`config.mk`:
```
export PLATFORM = sky130hd
export DESIGN_NAME = audio_gain_fifo
export DESIGN_NICKNAME = d
export VERILOG_FILES = /design/src/rtl/audio_gain_fifo.sv
export SDC_FILE = /design/constraint.sdc
export NUM_CORES = 1
export LEC_CHECK = 0
export ABC_AREA = 0
export CORE_ASPECT_RATIO = 0.75
export CORE_UTILIZATION = 25
export DETAILED_ROUTE_END_ITERATION = 12
export GPL_ROUTABILITY_DRIVEN = 1
export GPL_TIMING_DRIVEN = 0
export HOLD_SLACK_MARGIN = 0.08
export SETUP_SLACK_MARGIN = 0.02
export SLEW_MARGIN = 25
export SYNTH_ARGS = -nofsm -noshare
export SYNTH_HDL_FRONTEND = slang
export SYNTH_SLANG_ARGS = --single-unit
```
`constraint.sdc`:
```
create_clock -name clk -period 2.8 [get_ports clk]
set_clock_uncertainty 0.1 [all_clocks]
set_input_delay 0.56 -clock clk [delete_from_list [all_inputs] [get_ports clk]]
set_output_delay 0.56 -clock clk [all_outputs]
set_load 0.005 [all_outputs]
```
`src/rtl/audio_gain_fifo.sv`:
```
// audio_gain_fifo: a small sample FIFO feeding a registered gain stage.
// Gain is chosen by SW at the moment a sample moves from the FIFO into the
// output register. Optional feature macro AUDIO_GAIN_SAT_EN: when defined,
// overflowing shifts clamp to the signed range and pulse clip; when not
// defined, shifted results wrap to DATA_W bits and clip is tied low.
module audio_gain_fifo #(
   parameter int DATA_W = 32,
   parameter int DEPTH  = 4,
   parameter int LVL_W  = $clog2(DEPTH+1)
) (
   input  logic              clk,
   input  logic              reset,
   input  logic [DATA_W-1:0] in_data,
   input  logic              in_valid,
   output logic              in_ready,
   output logic [DATA_W-1:0] out_data,
   output logic              out_valid,
   input  logic              out_ready,
   input  logic [1:0]        SW,
   output logic [LVL_W-1:0]  level,
   output logic              clip
);

   localparam int PTR_W = (DEPTH > 1) ? $clog2(DEPTH) : 1;

   logic [DATA_W-1:0] mem_q [DEPTH];
   logic [PTR_W-1:0]  wrPtr_q;
   logic [PTR_W-1:0]  rdPtr_q;
   logic [LVL_W-1:0]  level_q;
   logic [LVL_W-1:0]  level_d;
   logic [DATA_W-1:0] outData_q;
   logic              outValid_q;
   logic              push;
   logic              pop;
   logic [DATA_W-1:0] headData;
   logic [DATA_W-1:0] loadData;

   // Full is judged from the registered level only, so a pop on the same
   // edge never lets a push into a full FIFO.
   assign in_ready  = (level_q != LVL_W'(DEPTH));
   assign push      = in_valid && in_ready;
   assign pop       = (level_q != '0) && (!outValid_q || out_ready);
   assign headData  = mem_q[rdPtr_q];
   assign out_data  = outData_q;
   assign out_valid = outValid_q;
   assign level     = level_q;

`ifdef AUDIO_GAIN_SAT_EN
   localparam logic [DATA_W-1:0] MAX_VAL = {1'b0, {(DATA_W-1){1'b1}}};
   localparam logic [DATA_W-1:0] MIN_VAL = {1'b1, {(DATA_W-1){1'b0}}};

   logic [DATA_W+1:0] ext;
   logic [DATA_W+1:0] wide;
   logic              loadClip;
   logic              clip_q;

   // Shift in a two-bit wider domain, then clamp anything that no longer
   // fits the signed DATA_W range (top three bits must agree).
   always_comb begin
      ext      = {{2{headData[DATA_W-1]}}, headData};
      wide     = '0;
      loadData = '0;
      loadClip = 1'b0;
      case (SW)
         2'b01:   wide = ext << 2;
         2'b11:   wide = ext << 1;
         2'b10:   wide = ext;
         default: wide = '0;
      endcase
      if ((wide[DATA_W+1:DATA_W-1] == 3'b000) || (wide[DATA_W+1:DATA_W-1] == 3'b111)) begin
         loadData = wide[DATA_W-1:0];
      end else if (wide[DATA_W+1]) begin
         loadData = MIN_VAL;
         loadClip = 1'b1;
      end else begin
         loadData = MAX_VAL;
         loadClip = 1'b1;
      end
   end

   // clip is high only for the cycle after a saturating load.
   always_ff @(posedge clk or posedge reset) begin
      if (reset) begin
         clip_q <= 1'b0;
      end else begin
         clip_q <= pop && loadClip;
      end
   end

   assign clip = clip_q;
`else
   // Plain shift; overflowing bits simply fall off the top.
   always_comb begin
      loadData = '0;
      case (SW)
         2'b01:   loadData = headData << 2;
         2'b11:   loadData = headData << 1;
         2'b10:   loadData = headData;
         default: loadData = '0;
      endcase
   end

   assign clip = 1'b0;
`endif

   // Occupancy moves only when exactly one of push/pop happens.
   always_comb begin
      level_d = level_q;
      if (push && !pop) begin
         level_d = level_q + 1'b1;
      end else if (pop && !push) begin
         level_d = level_q - 1'b1;
      end
   end

   // Sample storage carries no reset; the pointers define what is valid.
   always_ff @(posedge clk) begin
      if (push) begin
         mem_q[wrPtr_q] <= in_data;
      end
   end

   // Pointers wrap naturally because DEPTH is a power of two.
   always_ff @(posedge clk or posedge reset) begin
      if (reset) begin
         wrPtr_q <= '0;
         rdPtr_q <= '0;
         level_q <= '0;
      end else begin
         if (push) begin
            wrPtr_q <= wrPtr_q + 1'b1;
         end
         if (pop) begin
            rdPtr_q <= rdPtr_q + 1'b1;
         end
         level_q <= level_d;
      end
   end

   // Output register: a pop loads the scaled head, otherwise an accepted
   // word empties the stage; a stalled word is left untouched.
   always_ff @(posedge clk or posedge reset) begin
      if (reset) begin
         outValid_q <= 1'b0;
         outData_q  <= '0;
      end else if (pop) begin
         outValid_q <= 1'b1;
         outData_q  <= loadData;
      end else if (out_ready) begin
         outValid_q <= 1'b0;
      end
   end

endmodule

```
**Word level (Yosys, flattened, before mapping)**

Memories as Yosys holds them, arrays and structs flattened.
Index checks and enable logic that the tools add are counted.

- Add/sub/neg operators: 4
- Multipliers: 0
- Divide/modulo/power cells: 0
- Magnitude comparators: 0
- Equality and inequality tests: 4
- Shift operators: 0
- Multiplexer cells: 7
- Bitwise operators: 0
- Reduce and logical (&&, ||, !) cells: 11

Operators with widths:

| operator | count |
|---|---|
| $pmux 32 s3 | 1 |
| $mux 3 | 2 |
| $add 2x1->2 const B | 2 |
| $eq 2x2->1 const B | 2 |
| $logic_and 1x1->1 | 4 |
| $mux 1 | 4 |
| $reduce_bool 2->1 | 2 |
| $add 3x1->3 const B | 1 |
| $logic_not 1->1 | 3 |
| $ne 3x3->1 const B | 1 |
| $reduce_bool 3->1 | 1 |
| $sub 3x1->3 const B | 1 |
| $eq 2x1->1 const B | 1 |
| $logic_or 1x1->1 | 1 |

- Bits in registers: 40
- Bits in latches: 0
- Bits in writable memories: 128
- Bits in read-only memories: 0
- Input port bits: 38
- Output and inout bits: 38
- Logic and storage cells: 32
- Memories kept: 1

Memories:

| name | depth | bits a word | rd ports | clocked after memory_dff | wr ports | RTL line | RTL |
|---|---|---|---|---|---|---|---|
| mem_q | 4 | 32 | 1 | 0 | 1 | 26 | `logic [DATA_W-1:0] mem_q [DEPTH];` |

**Logic depth before layout (Yosys ltp)**

- Word-level depth: 6
- Mapped depth: 9
- Gate-level depth less buffers: 8

**Least setup slack after synthesis**

OpenSTA, ideal clock, no wires.

- Path type: input-to-reg
- From: input port in_valid
- To: memory mem_q[0][0] (enable)
- Library setup time: 0.392 ns
- Data arrival time: 1.772 ns
- Data required time: 2.308 ns
- Setup slack: 0.536 ns
- Stages: 2
- Path buffers: 0
- Cell sequence: a21boi_1 and2_1

- Longest elaborated chain between the ends: 3

RTL lines:

| element | RTL line | RTL |
|---|---|---|
| from (decl) | 14 | `input logic in_valid,` |
| $logic_and 1x1->1 | 41 | `assign push = in_valid && in_ready;` |
| $mux 1 | 118 | `if (push) begin` |
| $mux 1 (implied by the code) | 119 | `mem_q[wrPtr_q] <= in_data;` |
| to (decl) | 26 |  |

No other way between the ends.

**Worst setup path in the final report**

- From: register level_q[0], in the netlist level[0]
- To: register level_q[2], in the netlist level[2]

- Longest elaborated chain between the ends: 5
- Elaborated cells on any way between the ends: 13
- Those cells by class: add/sub: 2; eq/ne: 1; mux: 2; reduce/logical: 8

RTL lines:

| element | RTL line | RTL |
|---|---|---|
| from (decl) | 29 | `logic [LVL_W-1:0] level_q;` |
| from (signal assigned) | 136 | `level_q <= level_d;` |
| branches (longest 5 deep; another with $sub 3x1->3) | -- |  |

Parallel ways; which one is timed is not known. The select of a mux whose other input is x is not followed.
A chain may end at the register's enable or synchronous reset.

==> impl_metrics.json <==
{
  "power.density_mw_per_mm2": 1030,
  "firstDrtPassIters": 5,
  "yosys_register_bits": 168,
  "most-common-layout-cells": "edfxtp_1 (128), clkdlybuf4s50_1 (73), dfrtp_1 (40)",
  "grt.total_usage_pct": 13.0,
  "min_period_over_period_pct": 90.3,
  "core_sq_mm": 0.0283,
  "worstSetupEndpointType": "flip-flop",
  "p_int_mw": 6.35,
  "routed_wl_um": 18400,
  "cts_sinks": 168,
  "drc": 0,
  "synth.avg_cell_area_sq_um": 16.6,
  "hold_violations": 0,
  "dpl_cell_area_sq_mm": 0.00864,
  "antenna_found_initial": 0,
  "wl_per_cell_um": 19.7,
  "tns_ns": 0,
  "synth_top_area_share_pct": 52.7,
  "synth_area_leaders": "edfxtp_1 (53%), dfrtp_1 (14%), mux4_2 (9.6%), a2111oi_0 (4.0%), a2111oi_1 (3.4%)",
  "drive_gt1_share_pct": 16.2,
  "dp_hpwl_um": 13200,
  "post-route-util_pct": 32.6,
  "worst-endpoint-required_ns": 3.05,
  "dieArea_sq_mm": 0.0299,
  "crit_fanout": 6,
  "finalSetupViolations": 0,
  "busiest_layer": "met1",
  "root_buffer": "clkbuf_16",
  "grt_setup_unrepaired": "no",
  "drt_iter0_drc": 328,
  "ys_seq_area_share_pct": 66.4,
  "clock.fmax_mhz": 395,
  "overflow": 0,
  "place_congestion": 0.803,
  "syn_to_final_growth_pct": 26.5,
  "met2_usage_pct": 18.2,
  "syn_area_sq_mm": 0.00729,
  "max_cap_violations": 0,
  "status": "complete, no violations",
  "r2r_start": "level[0]",
  "n_fill_cell": 2787,
  "grt_pass1_vias": 4560,
  "grt_pass1_wl_um": 28200,
  "cts_tree": "built",
  "swShare_pct": 32.9,
  "worst_slew_pin_slew_ns": 0.664,
  "setup_ws_ns": 0.271,
  "yosysTopAreaCell": "edfxtp_1",
  "p_leak_nw": 2.96,
  "port_buffers": 73,
  "holdCritPathClass": "in -> async",
  "p_seq_share_pct": 39.4,
  "synth_cell_types": 35,
  "use_met1_pct": 19.2,
  "grtUsageMet3_pct": 3.31,
  "clock_path_buffers": 2,
  "combPwrFrac_pct": 36.0,
  "worstSkewPairLatency_ns": 0.43,
  "regToRegSetupSlack_ns": 0.27,
  "peakVddDrop_uv": 536,
  "row_count": 53,
  "final_area_sq_mm": 0.00922,
  "synth_cells": 438,
  "slew_headroom_pct": 55.5,
  "cts_buffers": 17,
  "die_h_um": 150,
  "final_nets": 579,
  "p_sw_mw": 3.11,
  "slew_viol_final": 0,
  "io_pins": 76,
  "crit_path_start_kind": "flip-flop",
  "crit_start": "level[0]",
  "dp_slack_ns": -0.116,
  "fin_crit_ns": 2.53,
  "ant_nets": 0,
  "final_common_cell": "edfxtp_1",
  "power_frac_clock_pct": 24.5,
  "cts_max_level": 4,
  "vias": 4492,
  "grt_start_max_net_pins": 24,
  "syn_nets": 482,
  "clkSlewWorstSetupHoldPaths_ns": 0.07,
  "die_w_um": 199,
  "start_util_pct": 25.7,
  "crit_arrival_ns": 2.78,
  "viasPerCell": 4.81,
  "yosys_warnings": 0,
  "crit_type": "reg -> reg",
  "diodes": 0
}
## critical path, cell delays in order (launching register included)
cell,delay (ns)
dfrtp_1,0.47
or3_1,0.45
clkbuf_1,0.21
nand2_2,0.18
ha_1,0.21
inv_1,0.06
fa_1,0.37
xor2_1,0.15
nor2_1,0.11
xor2_1,0.14
## repair_timing
item                                    CTS  global route
hold buffers                              0             0
gates resized for setup                   0             1
setup buffers                             0             0
endpoints found under the setup margin    0             1
## synth_stat cells, drive strengths merged
master and instances:
or3 1, fa 1, buf 12, edfxtp 128, nand2b 5, a21boi 1, dfrtp 40, nand3b 1
conb 1, nor2 2, or2b 25, xor2 2, o221ai 1, a211oi 29, mux2 2, and2 4
o21ai 4, mux4 33, nand3 3, nor3 1, mux2i 2, inv 5, clkbuf 33, nand2 4
o31ai 1, nor2b 1, ha 5, xnor2 4, a21oi 29, a2111oi 58
## state kept, by name, summed over array words and instances, names as in the netlist
| signal | flops |
|---|---|
| level | 3 |
| mem_q | 128 |
| out_data | 32 |
| out_valid | 1 |
| rdPtr_q | 2 |
| wrPtr_q | 2 |
## path summary, 6_finish.rpt
| path | end | cells after the start |
|---|---|---|
| worst max-delay path | level[2] | 9 |
| worst min-delay path | out_data[1] | 2 |
| worst max register to register | level[2] | 9 |
| worst min register to register | out_data[0] | 2 |
| max in group asynchronous | out_data[23] | 3 |
| min in group clk | out_data[0] | 2 |
## through the flow
step	std cells	hold slack [ns]	total power [mW]
floorplan	438	0.400	5.68
finish	933	0.352	9.46
CTS	933	0.362	9.57
detailed placement	901	0.426	7.23
global route	933	0.391	10.0
global placement	896	0.415	7.09
## cell type report
| class | count | area [sq um] | share of cell area [%] |
|---|---|---|---|
| Buffer | 45 | 238 | 2.58 |
| Timing Repair Buffer | 78 | 861 | 9.34 |
| Multi-Input combinational cell | 220 | 2200 | 23.8 |
| Clock inverter | 15 | 155 | 1.68 |
| Tap cell | 385 | 482 | 5.22 |
| Sequential cell | 168 | 4840 | 52.5 |
| Inverter | 5 | 18.8 | 0.204 |
| Clock buffer | 17 | 425 | 4.61 |
## kinds of logic (layout without fill, tap and decap cells)
group,after synthesis,after routing,share of synthesized area [%]
xor+xnor,6,6,0.721
simple gates,47,47,4.27
flops,168,168,66.4
fa+ha+maj,6,6,1.13
compound gates,123,123,13.0
buf+inv,50,160,3.52
other cells,1,1,0.0514
mux,37,37,10.9
## routing by layer
metal | share of wire (%) | vias to the layer above | routed length, um
li1 | - | 2011 | -
met1 | 48 | 2289 | 8840
met2 | 43 | 177 | 7900
met3 | 7.7 | 15 | 1410
met4 | 1.1 | 0 | 209
met5 | 0 | - | 0
## power groups by stage
| stage | clock (mW) | combinational (mW) | sequential (mW) |
|---|---|---|---|
| 5_1_grt | 2.47 | 3.73 | 3.80 |
| 6_report | 2.32 | 3.41 | 3.73 |
| 4_1_cts | 2.36 | 3.46 | 3.74 |
| 2_1_floorplan | 0 | 1.99 | 3.69 |
| 3_5_place_dp | 0 | 3.44 | 3.79 |
| 3_3_place_gp | 0 | 3.29 | 3.81 |
Note: power is estimated with default switching activity, not from simulation.
